**src/rtl/alu_cmd_sequencer.sv**
```systemverilog
// Command FIFO plus issue/wait/respond sequencer for the alu_8bit
// load/done interface, with a wait timeout for a hung ALU.
module alu_cmd_sequencer #(
  parameter int DEPTH   = 4,
  parameter int TIMEOUT = 32
) (
  input  logic        clk,
  input  logic        reset,
  input  logic        cmd_valid,
  output logic        cmd_ready,
  input  logic [7:0]  cmd_a,
  input  logic [7:0]  cmd_b,
  input  logic [1:0]  cmd_op,
  output logic        rsp_valid,
  input  logic        rsp_ready,
  output logic [15:0] rsp_result,
  output logic [1:0]  rsp_op,
  output logic        rsp_timeout,
  output logic [7:0]  alu_A,
  output logic [7:0]  alu_B,
  output logic [1:0]  alu_op_sel,
  output logic        alu_load,
  input  logic [15:0] alu_result,
  input  logic        alu_done,
  output logic        busy
);

  localparam int AW = $clog2(DEPTH);
  localparam int CW = $clog2(TIMEOUT);
  localparam logic [AW:0] FULL = (AW+1)'(DEPTH);
  localparam logic [CW-1:0] TLAST = CW'(TIMEOUT - 1);

  typedef enum logic [1:0] {
    IDLE,
    ISSUE,
    WAIT,
    RESP
  } state_t;

  state_t        state;
  logic [17:0]   mem [DEPTH];
  logic [AW-1:0] wptr;
  logic [AW-1:0] rptr;
  logic [AW:0]   count;
  logic [CW-1:0] wcnt;
  logic          push;
  logic          pop;
  logic [17:0]   head;

  assign cmd_ready = (count != FULL);
  assign push      = cmd_valid & cmd_ready;
  assign pop       = (state == IDLE) & (count != '0);
  assign busy      = (state != IDLE) | (count != '0);
  assign head      = mem[rptr];

  always_ff @(posedge clk) begin
    if (push) mem[wptr] <= {cmd_op, cmd_a, cmd_b};
  end

  always_ff @(posedge clk) begin
    if (reset) begin
      wptr  <= '0;
      rptr  <= '0;
      count <= '0;
    end else begin
      if (push) wptr <= wptr + AW'(1);
      if (pop)  rptr <= rptr + AW'(1);
      unique case ({push, pop})
        2'b10:   count <= count + (AW+1)'(1);
        2'b01:   count <= count - (AW+1)'(1);
        default: count <= count;
      endcase
    end
  end

  // Only one op in flight: the head is popped solely from IDLE,
  // which is re-entered only after the response handshake.
  always_ff @(posedge clk) begin
    if (reset) begin
      state       <= IDLE;
      wcnt        <= '0;
      alu_A       <= '0;
      alu_B       <= '0;
      alu_op_sel  <= '0;
      alu_load    <= 1'b0;
      rsp_valid   <= 1'b0;
      rsp_result  <= '0;
      rsp_op      <= '0;
      rsp_timeout <= 1'b0;
    end else begin
      unique case (state)
        IDLE: begin
          if (pop) begin
            alu_op_sel <= head[17:16];
            alu_A      <= head[15:8];
            alu_B      <= head[7:0];
            rsp_op     <= head[17:16];
            alu_load   <= 1'b1;
            state      <= ISSUE;
          end
        end
        ISSUE: begin
          alu_load <= 1'b0;
          wcnt     <= '0;
          state    <= WAIT;
        end
        WAIT: begin
          if (alu_done) begin
            rsp_result  <= alu_result;
            rsp_timeout <= 1'b0;
            rsp_valid   <= 1'b1;
            state       <= RESP;
          end else if (wcnt == TLAST) begin
            rsp_result  <= 16'hFFFF;
            rsp_timeout <= 1'b1;
            rsp_valid   <= 1'b1;
            state       <= RESP;
          end else begin
            wcnt <= wcnt + CW'(1);
          end
        end
        RESP: begin
          if (rsp_ready) begin
            rsp_valid <= 1'b0;
            state     <= IDLE;
          end
        end
        default: state <= IDLE;
      endcase
    end
  end

endmodule
```
**config.mk**
```make
export PLATFORM = sky130hd
export DESIGN_NAME = alu_cmd_sequencer
export DESIGN_NICKNAME = d
export VERILOG_FILES = /design/src/rtl/alu_cmd_sequencer.sv
export SDC_FILE = /design/constraint.sdc
export NUM_CORES = 1
export LEC_CHECK = 0
export CAP_MARGIN = 20
export CORE_ASPECT_RATIO = 1.4
export CORE_MARGIN = 2
export CORE_UTILIZATION = 35
export DETAILED_ROUTE_END_ITERATION = 6
export GPL_TIMING_DRIVEN = 0
export PLACE_DENSITY = 0.68
export SYNTH_ARGS = -nofsm -noshare
export SYNTH_HDL_FRONTEND = slang
export SYNTH_SLANG_ARGS = --single-unit
```
**constraint.sdc**
```tcl
create_clock -name clk -period 2.5 [get_ports clk]
set_clock_uncertainty 0.2 [all_clocks]
set_input_delay 0.375 -clock clk [delete_from_list [all_inputs] [get_ports clk]]
set_output_delay 0.375 -clock clk [all_outputs]
set_load 0.02 [all_outputs]
```
==> impl_metrics.json, run 1 <==
{
  "first_pass_iters": 4,
  "worstHoldStart": "cmd_valid",
  "worst_slack_ns": 0.0975,
  "layout_commonest_cell": "clkdlybuf4s50_1",
  "wl_met1_mm": 3.58,
  "total_power_w": 0.00702,
  "drive_gt1_frac": 0.153,
  "vias": 2907,
  "io_pins": 80,
  "cts_hold_buf": 0,
  "pre_cts_ws_ns": -0.0674,
  "period_needed_ns": 2.40,
  "cp_max_fo": 6,
  "nFillCells": 1130,
  "startpoint_type": "register",
  "cts_root_buffer": "clkbuf_16",
  "dieHeight_um": 140,
  "syn_to_final_growth_pct": 33.0,
  "htree_num_levels": 4,
  "tightestPinTransition_ns": 1.01,
  "drtIter0Drc": 93,
  "async_flop_share": 0,
  "netlist_instances": 315,
  "rows": 49,
  "fp.dieW_um": 101,
  "hpwl_mm": 6.06,
  "hold_class": "input port to register",
  "postRouteAntennaNets": 0,
  "core_area_um2": 12900,
  "timing.slew.headroom": 0.330,
  "cap_viol_max_count": 0,
  "p_int_w": 0.00490,
  "overflow": 0,
  "layout.nets": 463,
  "grt_pass1_vias": 3089,
  "clock_path_buffers": 2,
  "crit_family": "simple AND/OR/NAND/NOR gates",
  "rsz0062_at_grt": "no",
  "syn_nets": 366,
  "synth_cell_types": 34,
  "avgSynthCellArea_um2": 14.7,
  "clock_latency_ns": 0.40,
  "clk_pin_slew_ns": 0.05,
  "placed_cell_area_um2": 5610,
  "start_util": 0.361,
  "top_layer": "met4",
  "cts_made_buffers": 17,
  "r2r-start": "count[2]$_SDFFE_PP0P_",
  "startpoint": "count[2]$_SDFFE_PP0P_",
  "worstPathArrival_ns": 2.53,
  "hold_slack_ns": 0.169,
  "finalInstanceArea_um2": 6170,
  "synth_ff_type": "edfxtp_1",
  "layout_common_cells": "76 x clkdlybuf4s50_1, 72 x edfxtp_1, 51 x dfxtp_1",
  "p_switching_w": 0.00212,
  "crit_slowest_cell": "or3b_4",
  "status": "complete, no violations",
  "met2WireLength_mm": 4.86,
  "clkSinkCount": 123,
  "power.density_nw_per_um2": 1140,
  "gp_congestion": 0.680,
  "die_area_um2": 14200,
  "synth_edf_count": 72,
  "critPathBufInv": 1,
  "required_ns": 2.63,
  "seq_area_um2": 3180,
  "worstPathCellList": "or3b_4, nand2_1, ha_1, inv_1, fa_1, xor2_1, or3_1, a21oi_1",
  "antenna_cells": 0,
  "power_frac_seq": 0.384,
  "cts_tree": "yes",
  "p_leak_nw": 2.16,
  "antenna_found_initial": 0,
  "multiInputGateArea_um2": 1340,
  "viasPerCell": 5.03,
  "finalWirelength_mm": 9.13,
  "numPortBuffers": 77,
  "comb_power_share": 0.294,
  "setup_tns_ns": 0,
  "hold_viol_final": 0,
  "seq_area_frac_synth": 0.686,
  "critPathKind": "register to register",
  "max_stage_delay_ns": 0.43,
  "drv_slew": 0,
  "clock_power_share": 0.322,
  "setup_viol": 0,
  "ir_drop_uv": 577,
  "ys_warn_count": 0,
  "crit_path_end_kind": "register",
  "grt_util_all_layers": 0.139,
  "route.met3.wl_um": 570,
  "wl_per_cell_um": 15.8,
  "drc": 0,
  "fin_crit_sh": 0.961,
  "grt_pass1_wl_mm": 15.0,
  "switching_share": 0.302,
  "syn_area_um2": 4640,
  "ys_ff_latch": 123,
  "grt_max_degree": 19,
  "fmax_mhz": 416
}
-- cell usage after synthesis (2+ instances only) --
library cell | instances | share of area
mux4_2 | 18 | 0.087
nand2b_1 | 7 | 0.0094
or3_1 | 3 | 0.0040
or3b_1 | 2 | 0.0038
dfxtp_1 | 51 | 0.22
nor3_1 | 16 | 0.017
a22o_1 | 18 | 0.034
buf_2 | 7 | 0.0075
xor2_1 | 3 | 0.0057
ha_1 | 11 | 0.030
clkbuf_1 | 6 | 0.0049
a211oi_1 | 2 | 0.0032
and3_1 | 6 | 0.0081
inv_1 | 8 | 0.0065
edfxtp_1 | 72 | 0.47
buf_4 | 2 | 0.0032
o21ai_0 | 4 | 0.0043
nand3_1 | 6 | 0.0065
o21a_1 | 2 | 0.0032
buf_1 | 3 | 0.0024
a21o_1 | 2 | 0.0032
nand2_1 | 5 | 0.0040
nor2_1 | 40 | 0.032
a21oi_1 | 11 | 0.012
-- per-layer routing --
layer	vias up	track usage
met4	0	0.0512
met2	81	0.243
met5	-	0
met1	1448	0.151
li1	1369	-
met3	9	0.0539
-- area by class of cell --
cell class                      instances  area share
Sequential cell                       123       0.516
Tap cell                              153      0.0310
Inverter                                8     0.00486
Timing Repair Buffer                   79       0.126
Multi-Input combinational cell        165       0.217
Buffer                                 18      0.0148
Clock inverter                         14      0.0197
Clock buffer                           18      0.0711
-- power by group through the flow --
stage | clock network [W] | logic (W) | registers, W
2_1_floorplan | 0 | 0.00109 | 0.00291
3_3_place_gp | 0 | 0.00202 | 0.00272
3_5_place_dp | 0 | 0.00206 | 0.00274
4_1_cts | 0.00231 | 0.00209 | 0.00270
5_1_grt | 0.00241 | 0.00225 | 0.00274
6_report | 0.00226 | 0.00207 | 0.00269
-- cells by family (layout without fill, tap and decap cells) --
| group | Yosys count | in the layout | share of synthesized area |
|---|---|---|---|
| mux | 19 | 19 | 0.0895 |
| flops | 123 | 123 | 0.686 |
| simple gates | 89 | 89 | 0.0930 |
| xor+xnor | 4 | 4 | 0.00755 |
| fa+ha+maj | 12 | 12 | 0.0340 |
| compound gates | 41 | 41 | 0.0636 |
| buf+inv | 27 | 137 | 0.0269 |
-- worst min-delay path, stage by stage --
cell and delay (ns):
buf_1 0.16, nand3_1 0.12, a21oi_1 0.05
-- registers in the layout (all words and copies together), names as in the netlist --
signal       count
rsp_valid        1
alu_A            8
count            3
alu_load         1
rsp_result      16
wptr             2
mem             72
rptr             2
rsp_timeout      1
alu_op_sel       2
wcnt             5
state            2
alu_B            8
-- what timing repair did --
action | CTS | global route
resized for setup | 3 | 1
setup buffers | 1 | 1
endpoints found under the setup margin | 3 | 2
-- final timing paths --
check / end / slack (ns) / depth (start not counted)
worst max-delay path: count[2]$_SDFFE_PP0P_ / 0.1 / 8
worst min-delay path: wptr[1]$_SDFFE_PP0P_ / 0.17 / 3
worst max register to register: count[2]$_SDFFE_PP0P_ / 0.1 / 8
worst min register to register: alu_A[6]$_SDFFE_PP0P_ / 0.28 / 1
-- through the flow --
stage                      util  cells
after global routing      0.480    578
after global placement    0.435    545
final                     0.480    578
after CTS                 0.479    577
after detailed placement  0.435    545
after floorplan               -    315
Note: power is estimated with default switching activity, not from simulation.
==> run 2: changes to the inputs <==
ABC_AREA = 1   (was unset)
PLACE_DENSITY = 0.65   (was 0.68)
clock period = 3 ns   (was 2.5 ns; I/O delays follow)
==> impl_metrics.json, run 2 <==
{
  "crit_slowest_cell": "clkdlybuf4s50_1",
  "rows": 52,
  "critPathBufInv": 2,
  "largest_register_ffs": 72,
  "finalInstanceArea_um2": 6920,
  "cts_setup_buffers": 0,
  "setup_viol": 0,
  "avgSynthCellArea_um2": 9.18,
  "fp.dieW_um": 107,
  "synth_xor_area_frac": 0.00169,
  "start_util": 0.359,
  "grt_pass1_vias": 4145,
  "drv_slew": 0,
  "nFillCells": 1335,
  "finalWirelength_mm": 12.1,
  "cts_made_buffers": 17,
  "grt_max_degree": 17,
  "fin_crit_sh": 0.870,
  "p_switching_w": 0.00220,
  "yosys.area_share.simple": 0.214,
  "power.density_nw_per_um2": 960,
  "dieHeight_um": 148,
  "synth_ff_type": "edfxtp_1",
  "wl_per_cell_um": 13.9,
  "top_regs": "mem x72, rsp_result x16",
  "layout_commonest_cell": "nor2_1",
  "synthAdderAreaFrac": 0.0304,
  "synth_top_area_frac": 0.417,
  "cts-resized-gates": 0,
  "core_area_um2": 14400,
  "switching_share": 0.331,
  "postRouteAntennaNets": 0,
  "cts_tree": "yes",
  "yosysMostFrequentCell": "nor2_1",
  "synth_top_family_by_area": "simple AND/OR/NAND/NOR gates",
  "synthMuxAreaShare": 0,
  "ys_warn_count": 0,
  "viasPerCell": 4.55,
  "worstHoldStart": "rsp_result[11]$_SDFFE_PP0P_",
  "final_cell_count_no_fill": 867,
  "ir_drop_uv": 594,
  "cap_viol_max_count": 0,
  "synth_cell_types": 22,
  "critPathKind": "register to output pin",
  "drtIter0Drc": 182,
  "seq_area_frac_synth": 0.614,
  "synth_edf_count": 72,
  "first_pass_iters": 4,
  "layout.nets": 716,
  "clk_pin_slew_ns": 0.06,
  "netlist_instances": 564,
  "hpwl_mm": 8.27,
  "r2r_slack_ns": 0.68,
  "cts_root_buffer": "clkbuf_16",
  "synth_common_cells": "127 x nor2_1, 100 x nand2_1, 78 x inv_1, 72 x edfxtp_1, 51 x dfxtp_1",
  "cp_max_fo": 5,
  "gp_congestion": 0.773,
  "die_area_um2": 15800,
  "antenna_found_initial": 0,
  "status": "complete, no violations",
  "synth_area_leaders": "edfxtp_1 42%, dfxtp_1 20%, nor2_1 9.2%, nand2_1 7.2%, inv_1 5.7%",
  "grt_util_all_layers": 0.163,
  "min_to": "rsp_result[11]$_SDFFE_PP0P_",
  "p_leak_nw": 2.82,
  "synth_compound_area_frac": 0.0522,
  "period_needed_ns": 2.61,
  "worstPathCellList": "inv_1, ha_1, nand3_1, clkdlybuf4s50_1",
  "layout_common_cells": "123 x nor2_1, 100 x nand2_1, 78 x inv_1, 78 x clkdlybuf4s50_1, 72 x edfxtp_1",
  "max_stage_delay_ns": 0.65,
  "r2r_cells": 14,
  "syn_to_final_growth_pct": 33.6,
  "power_frac_seq": 0.333,
  "holdPathStages": 2,
  "clkSinkCount": 123,
  "reg2reg_to": "count[2]$_SDFFE_PP0P_",
  "cts_hold_buf": 0,
  "tightestPinTransition_ns": 0.615,
  "drc": 0,
  "numPortBuffers": 78,
  "io_pins": 80,
  "rsz0062_at_grt": "no",
  "r2r-start": "state[0]$_SDFFE_PP0P_",
  "clock_power_share": 0.333,
  "clock_latency_ns": 0.41,
  "required_ns": 2.35,
  "overflow": 0,
  "placed_cell_area_um2": 6280,
  "place_inst": 835,
  "clock_path_buffers": 2,
  "p_int_w": 0.00445,
  "crit_family": "buffers and inverters",
  "syn_area_um2": 5180,
  "drive_gt1_frac": 0.0870,
  "async_flop_share": 0,
  "hold_viol_final": 0,
  "synth_top_cell_by_area": "edfxtp_1",
  "syn_nets": 615,
  "hold_class": "register to register",
  "htree_num_levels": 4,
  "regMostFlops": "mem",
  "seq_area_um2": 3180,
  "fmax_mhz": 383,
  "antenna_cells": 0,
  "comb_power_share": 0.334,
  "worstPathArrival_ns": 1.96,
  "multiInputGateArea_um2": 1560,
  "timing.slew.headroom": 0.590,
  "ys_ff_latch": 123,
  "grt_pass1_wl_mm": 19.7,
  "crit_path_end_kind": "output pin",
  "startpoint_type": "register",
  "vias": 3942
}
[run 2: cell count changes in the layout (fill, tap and decap cells not counted), moves of 18 or more]
cell / before / now
and2_1: 0 / 18
nor2_1: 40 / 123
a22o_1: 18 / 0
mux4_2: 18 / 0
inv_1: 8 / 78
nand2_1: 5 / 100
[run 2: worst max-delay path by stage]
stage / start / endpoint / slack [ns] / cells after the start
2_1_floorplan: count[0]$_SDFFE_PP0P_ / mem[0][0]$_DFFE_PP_ / 0.83 / 4
3_3_place_gp: cmd_valid / mem[3][15]$_DFFE_PP_ / -0.14 / 3
3_5_place_dp: cmd_valid / count[2]$_SDFFE_PP0P_ / 0.54 / 11
4_1_cts: state[0]$_SDFFE_PP0P_ / busy / 0.39 / 4
5_1_grt: state[0]$_SDFFE_PP0P_ / busy / 0.31 / 4
6_report: state[0]$_SDFFE_PP0P_ / busy / 0.39 / 4
[run 2: per-stage QoR]
stage / hold WS [ns] / setup WS (ns) / setup TNS, ns / utilization / total power [W]
after global routing: 0.299 / 0.311 / 0 / 0.479 / 0.00703
after floorplan: 0.244 / 0.827 / 0 / - / 0.00364
final: 0.263 / 0.391 / 0 / 0.479 / 0.00665
after CTS: 0.268 / 0.392 / 0 / 0.479 / 0.00669
after detailed placement: 0.258 / 0.541 / 0 / 0.435 / 0.00446
after global placement: 0.253 / -0.143 / -7.79 / 0.429 / 0.00435
[run 2: power groups by stage]
| stage | combinational, W | clock (W) | sequential (W) |
|---|---|---|---|
| floorplan | 0.00126 | 0 | 0.00237 |
| global placement | 0.00211 | 0 | 0.00224 |
| detailed placement | 0.00222 | 0 | 0.00224 |
| CTS | 0.00224 | 0.00224 | 0.00221 |
| global route | 0.00248 | 0.00231 | 0.00224 |
| finish | 0.00222 | 0.00221 | 0.00221 |
[run 2: logic make-up after synthesis]
family          after synthesis
compound gates               52
xor+xnor                      1
fa+ha+maj                    12
buf+inv                     104
flops                       123
simple gates                272
[run 2: final cells by class]
cell class	count	share of cell area
sequential	123	0.460
multi-input combinational	337	0.225
timing repair buffer	82	0.123
clock buffer	20	0.0645
inverter	80	0.0434
tap	189	0.0342
clock inverter	12	0.0282
buffer	24	0.0217
[run 2: tightest hold or removal path: stages, from the launching register on]
cell and delay [ns]:
dfxtp_1 0.32, nor2_1 0.04, nor2_1 0.06
[run 2: layer usage]
metal | vias to the layer above | global-route usage | part of all wire
met4 | 0 | 0.0903 | 0.028
met3 | 28 | 0.0344 | 0.052
li1 | 1981 | - | -
met2 | 130 | 0.303 | 0.53
met1 | 1803 | 0.168 | 0.39
met5 | - | 0 | 0
==> run 3: changes to the inputs <==
PLACE_DENSITY = unset   (was 0.65)
==> impl_metrics.json, run 3 (same netlist as run 2, synthesis figures left out) <==
{
  "p_int_w": 0.00424,
  "drtIter0Drc": 210,
  "postRouteAntennaNets": 0,
  "fin_crit_sh": 0.865,
  "core_area_um2": 14400,
  "reg2reg_to": "count[2]$_SDFFE_PP0P_",
  "wl_per_cell_um": 13.7,
  "clkSinkCount": 123,
  "clock_power_share": 0.308,
  "cts_tree": "yes",
  "crit_family": "buffers and inverters",
  "cts_hold_buf": 0,
  "min_to": "rsp_result[9]$_SDFFE_PP0P_",
  "place_inst": 835,
  "overflow": 0,
  "worstHoldStart": "rsp_result[9]$_SDFFE_PP0P_",
  "fmax_mhz": 385,
  "grt_pass1_vias": 4021,
  "cts-resized-gates": 0,
  "clock_path_buffers": 2,
  "drv_slew": 0,
  "rows": 52,
  "viasPerCell": 4.46,
  "status": "complete, no violations",
  "nFillCells": 1354,
  "hold_slack_ns": 0.266,
  "critPathBufInv": 2,
  "layout_common_cells": "123 x nor2_1, 100 x nand2_1, 78 x inv_1, 78 x clkdlybuf4s50_1, 72 x edfxtp_1",
  "timing.slew.headroom": 0.503,
  "worstPathArrival_ns": 1.95,
  "antenna_cells": 0,
  "grt_max_degree": 17,
  "ir_drop_uv": 357,
  "numPortBuffers": 78,
  "rsz0062_at_grt": "no",
  "crit_slowest_cell": "clkdlybuf4s50_1",
  "start_util": 0.359,
  "syn_to_final_growth_pct": 32.0,
  "switching_share": 0.334,
  "power.density_nw_per_um2": 932,
  "r2r-start": "state[0]$_SDFFE_PP0P_",
  "first_pass_iters": 4,
  "top_regs": "mem x72, rsp_result x16",
  "drc": 0,
  "hold_class": "register to register",
  "startpoint_type": "register",
  "cp.depth": 4,
  "comb_power_share": 0.346,
  "io_pins": 80,
  "cts_root_buffer": "clkbuf_16",
  "max_stage_delay_ns": 0.65,
  "multiInputGateArea_um2": 1560,
  "vias": 3863,
  "p_leak_nw": 2.78,
  "seq_area_um2": 3180,
  "finalWirelength_mm": 11.9,
  "gp_congestion": 0.760,
  "fin_util": 0.473,
  "r2r_slack_ns": 0.70,
  "fp.dieW_um": 107,
  "antenna_found_initial": 0,
  "drive_gt1_frac": 0.0826,
  "htree_num_levels": 4,
  "finalInstanceArea_um2": 6840,
  "cts_made_buffers": 17,
  "holdPathStages": 2,
  "hold_viol_final": 0,
  "worstPathCellList": "inv_1, ha_1, nand3_1, clkdlybuf4s50_1",
  "hpwl_mm": 8.17,
  "setup_tns_ns": 0,
  "clk_pin_slew_ns": 0.05,
  "cap_viol_max_count": 0,
  "power_frac_seq": 0.346,
  "p_switching_w": 0.00213,
  "regMostFlops": "mem",
  "required_ns": 2.35,
  "critPathKind": "register to output pin",
  "layout.nets": 716,
  "die_area_um2": 15800,
  "cp_max_fo": 5,
  "layout_commonest_cell": "nor2_1",
  "placed_cell_area_um2": 6270,
  "grt_util_all_layers": 0.160,
  "cts_setup_buffers": 0,
  "setup_viol": 0,
  "crit_path_end_kind": "output pin",
  "clock_latency_ns": 0.41,
  "largest_register_ffs": 72,
  "tightestPinTransition_ns": 0.745,
  "final_cell_count_no_fill": 867,
  "dieHeight_um": 148,
  "r2r_cells": 14,
  "grt_pass1_wl_mm": 19.3,
  "period_needed_ns": 2.60
}
## run 3: cell types whose count changed in the layout (fill, tap and decap cells not counted)
cell / delta
bufinv_16: -2
buf_8: +1
clkinv_2: +3
clkinv_4: -2
buf_16: -1
inv_6: -1
clkbuf_8: -1
clkbuf_1: +3
## run 3: worst max-delay path by stage
stage,end,startpoint
detailed placement,count[2]$_SDFFE_PP0P_,cmd_valid
finish,busy,state[0]$_SDFFE_PP0P_
global route,busy,state[0]$_SDFFE_PP0P_
floorplan,mem[0][0]$_DFFE_PP_,count[0]$_SDFFE_PP0P_
CTS,busy,state[0]$_SDFFE_PP0P_
global placement,mem[3][14]$_DFFE_PP_,cmd_valid
## run 3: per-layer routing
metal | vias up | track usage | share of wire | wire length [um]
li1 | 1979 | - | - | -
met1 | 1757 | 0.169 | 0.40 | 4780
met2 | 110 | 0.291 | 0.52 | 6220
met3 | 17 | 0.0410 | 0.056 | 662
met4 | 0 | 0.0773 | 0.018 | 214
met5 | - | 0 | 0 | 0
## run 3: power by group through the flow
stage / Combinational, W / Clock, W / Sequential (W)
CTS: 0.00224 / 0.00200 / 0.00221
detailed placement: 0.00223 / 0 / 0.00224
finish: 0.00220 / 0.00196 / 0.00220
floorplan: 0.00126 / 0 / 0.00237
global route: 0.00245 / 0.00209 / 0.00224
global placement: 0.00213 / 0 / 0.00223
## run 3: layout make-up
type	instances	share of cell area
flip-flops and latches	123	0.466
multi-input cells	337	0.228
repair buffers	82	0.123
clock buffers	22	0.0650
inverters	80	0.0439
well taps	189	0.0346
plain buffers	24	0.0220
clock inverters	10	0.0181
## run 3: per-stage QoR
| step | total power, W | setup WS [ns] |
|---|---|---|
| 2_1_floorplan | 0.00364 | 0.827 |
| 3_3_place_gp | 0.00437 | -0.197 |
| 3_5_place_dp | 0.00447 | 0.515 |
| 4_1_cts | 0.00645 | 0.371 |
| 5_1_grt | 0.00678 | 0.299 |
| 6_report | 0.00637 | 0.405 |
## run 3: tightest hold or removal path, stage by stage, from the launching register on
cell and delay [ns]:
dfxtp_1 0.32, nor2_1 0.05, nor2_1 0.07
==> RTL change, RTL diff (settings of run 1) <==
Make the reset (`reset`) asynchronous in 2 clocked blocks.
--- a/src/rtl/alu_cmd_sequencer.sv
+++ b/src/rtl/alu_cmd_sequencer.sv
@@ -57,7 +57,7 @@
     if (push) mem[wptr] <= {cmd_op, cmd_a, cmd_b};
   end
 
-  always_ff @(posedge clk) begin
+  always_ff @(posedge clk or posedge reset) begin
     if (reset) begin
       wptr  <= '0;
       rptr  <= '0;
@@ -75,7 +75,7 @@
 
   // Only one op in flight: the head is popped solely from IDLE,
   // which is re-entered only after the response handshake.
-  always_ff @(posedge clk) begin
+  always_ff @(posedge clk or posedge reset) begin
     if (reset) begin
       state       <= IDLE;
       wcnt        <= '0;
Check against the original RTL: differs if reset is asserted again (counterexample within 4 cycles, from zero or initial values and one cycle with reset high); with reset held inactive, the same outputs for 10 cycles.
==> RTL change against run 1 <==
Cell area up 3.4%; combinational power is 44% higher; critical path depth decreased by 6; core utilization decreased by 0.063 points; wire length increased by 2.2%; sequential share of layout area is 2.3 points higher; die area grew 2.7%; setup slack better by 0.0042 ns; global-route usage increased by 0.093 points; synthesized area grew 2.8%; sequential cell count stayed put; first-iteration DRC count rose by 80%; total power grew 19%.
==> RTL change: results (changes against run 1) <==
Worst setup path
  • Worst Setup Start Kind: flop
  • Flop2flop setup slack: 0.11 ns
  • Crit-path slowest cell: clkdlybuf4s50_1
  • CP Capture Point: cmd_ready
  • R2R depth: 9 (+1)
  • Worst EP arrival: 1.82 ns (-0.71 ns)
  • Worst r2r dst: count[2]$_DFFE_PP0P_
  • Critical R2R Launch: count[0]$_DFFE_PP0P_
  • Slowest Stage Delay on Critical Path: 0.57 ns (+0.14 ns)

Logic synthesis
  • Post-synth ARST share: 0.415 (+0.415)
  • Synth cell count leaders: 72 x edfxtp_1, 56 x nand2_1, 51 x dfrtp_1
  • Post-synthesis cell type count: 33 (-2.9%)
  • Seq/Total Area, Yosys: 0.720 (+0.0348)
  • Syn_nets: 347 (-5.2%)
  • Number of warnings issued by yosys: 0 (unchanged)
  • Dominant cells by area after synthesis: edfxtp_1 45%, dfrtp_1 27%, mux4_2 8.5%

Power and ir drop
  • Comb group: 2.98 mW (+44%)
  • Seq power: 3.12 mW (+16%)
  • Worst vdd ir: 0.559 mV (-3.1%)
  • Total power: 8.33 mW (+19%)
  • Leak: 2.48 nW (+15%)
  • Net Sw Power: 2.68 mW (+27%)

Worst hold path
  • Hold Crit Class: input pin to asynchronous set/reset pin

Global route
  • Vias in the first global route: 2949 (-4.5%)
  • Total GRT Usage: 0.140 (+0.000933)
  • Initial antenna violation count: 0 (unchanged)
  • First-pass GRT wire length: 14900 um (-0.73%)
  • Largest net degree at the start of global routing: 36 (+17)

Route
  • Wirelength per Cell: 15.7 um (-0.26%)
  • Vias per inst: 4.66 (-7.3%)
  • Initial drt markers: 167 (+80%)

Place
  • Number of port buffers: 79 (+2.6%)
  • DP HPWL: 6200 um (+2.3%)
  • Routability Congestion: 0.719 (+5.7%)
  • Setup WS pre-CTS: -0.240 ns (-0.172 ns)

STA
  • Slew @ Worst Pin: 1.02 ns (+0.0159 ns)
  • Worst hold slack: 0.0709 ns (-0.0981 ns)
  • Max Fclk: 417 MHz (+0.18%)

Finish
  • Share of cells above drive strength 1: 0.166 (+0.0129)
  • Nets: 448 (-3.2%)

Status
  • Run status: complete, no violations
==> RTL change: changes by cell type after synthesis, moves of 4 or more <==
cell	change
a22o_1	-18
o22a_1	+16
a21oi_1	-8
nand2b_1	-6
nor2_1	-36
inv_1	+5
dfxtp_1	-51
nor3_1	-16
xnor2_1	+4
dfrtp_1	+51
nand2_1	+51
==> RTL change: cell families (layout without fill, tap and decap cells) <==
family	Yosys count	in the layout	share of synthesized area
AO/OA/AOI/OAI	29	29	0.0469
XOR/XNOR	7	7	0.0128
buffers and inverters	27	141	0.0241
AND/OR/NAND/NOR	77	77	0.0710
multiplexers	21	21	0.0917
flip-flops	123	123	0.720
adder cells (fa/ha/maj)	12	12	0.0330
==> RTL change: layout make-up <==
class,instances,area (sq um)
flip-flops and latches,123,3440
clock inverters,13,104
repair buffers,83,828
inverters,13,48.8
clock buffers,19,443
plain buffers,13,62.6
fillers,1178,6940
well taps,182,228
multi-input cells,146,1230
==> RTL change: what timing repair did <==
item | 4_1_cts | 5_1_grt
setup endpoints to repair | 3 | 2
resized for setup | 6 | 3
gates cloned | 0 | 0
buffers inserted | 0 | 3
==> RTL change: layer usage <==
metal  part of all wire  vias up  track usage  routed length [um]
li1                   -     1284            -                   -
met1               0.38     1398        0.144                3520
met2               0.56       62        0.250                5210
met3              0.041       16       0.0437                 385
met4              0.022        0       0.0716                 204
met5                  0        -            0                   0
==> RTL change: critical path: cells and delay by family (launching register included) <==
family	cells	cell delay, ns
buf+inv	1	0.57
flops	1	0.44
simple gates	1	0.41
==> RTL change: per-stage QoR <==
step	setup TNS (ns)	area, sq um	util	instances
5_1_grt	0	6380	0.479	592
6_report	0	6380	0.479	592
3_3_place_gp	-16.55	5790	0.435	557
3_5_place_dp	-0.270	5810	0.436	558
4_1_cts	0	6360	0.477	589
2_1_floorplan	0	4770	-	296
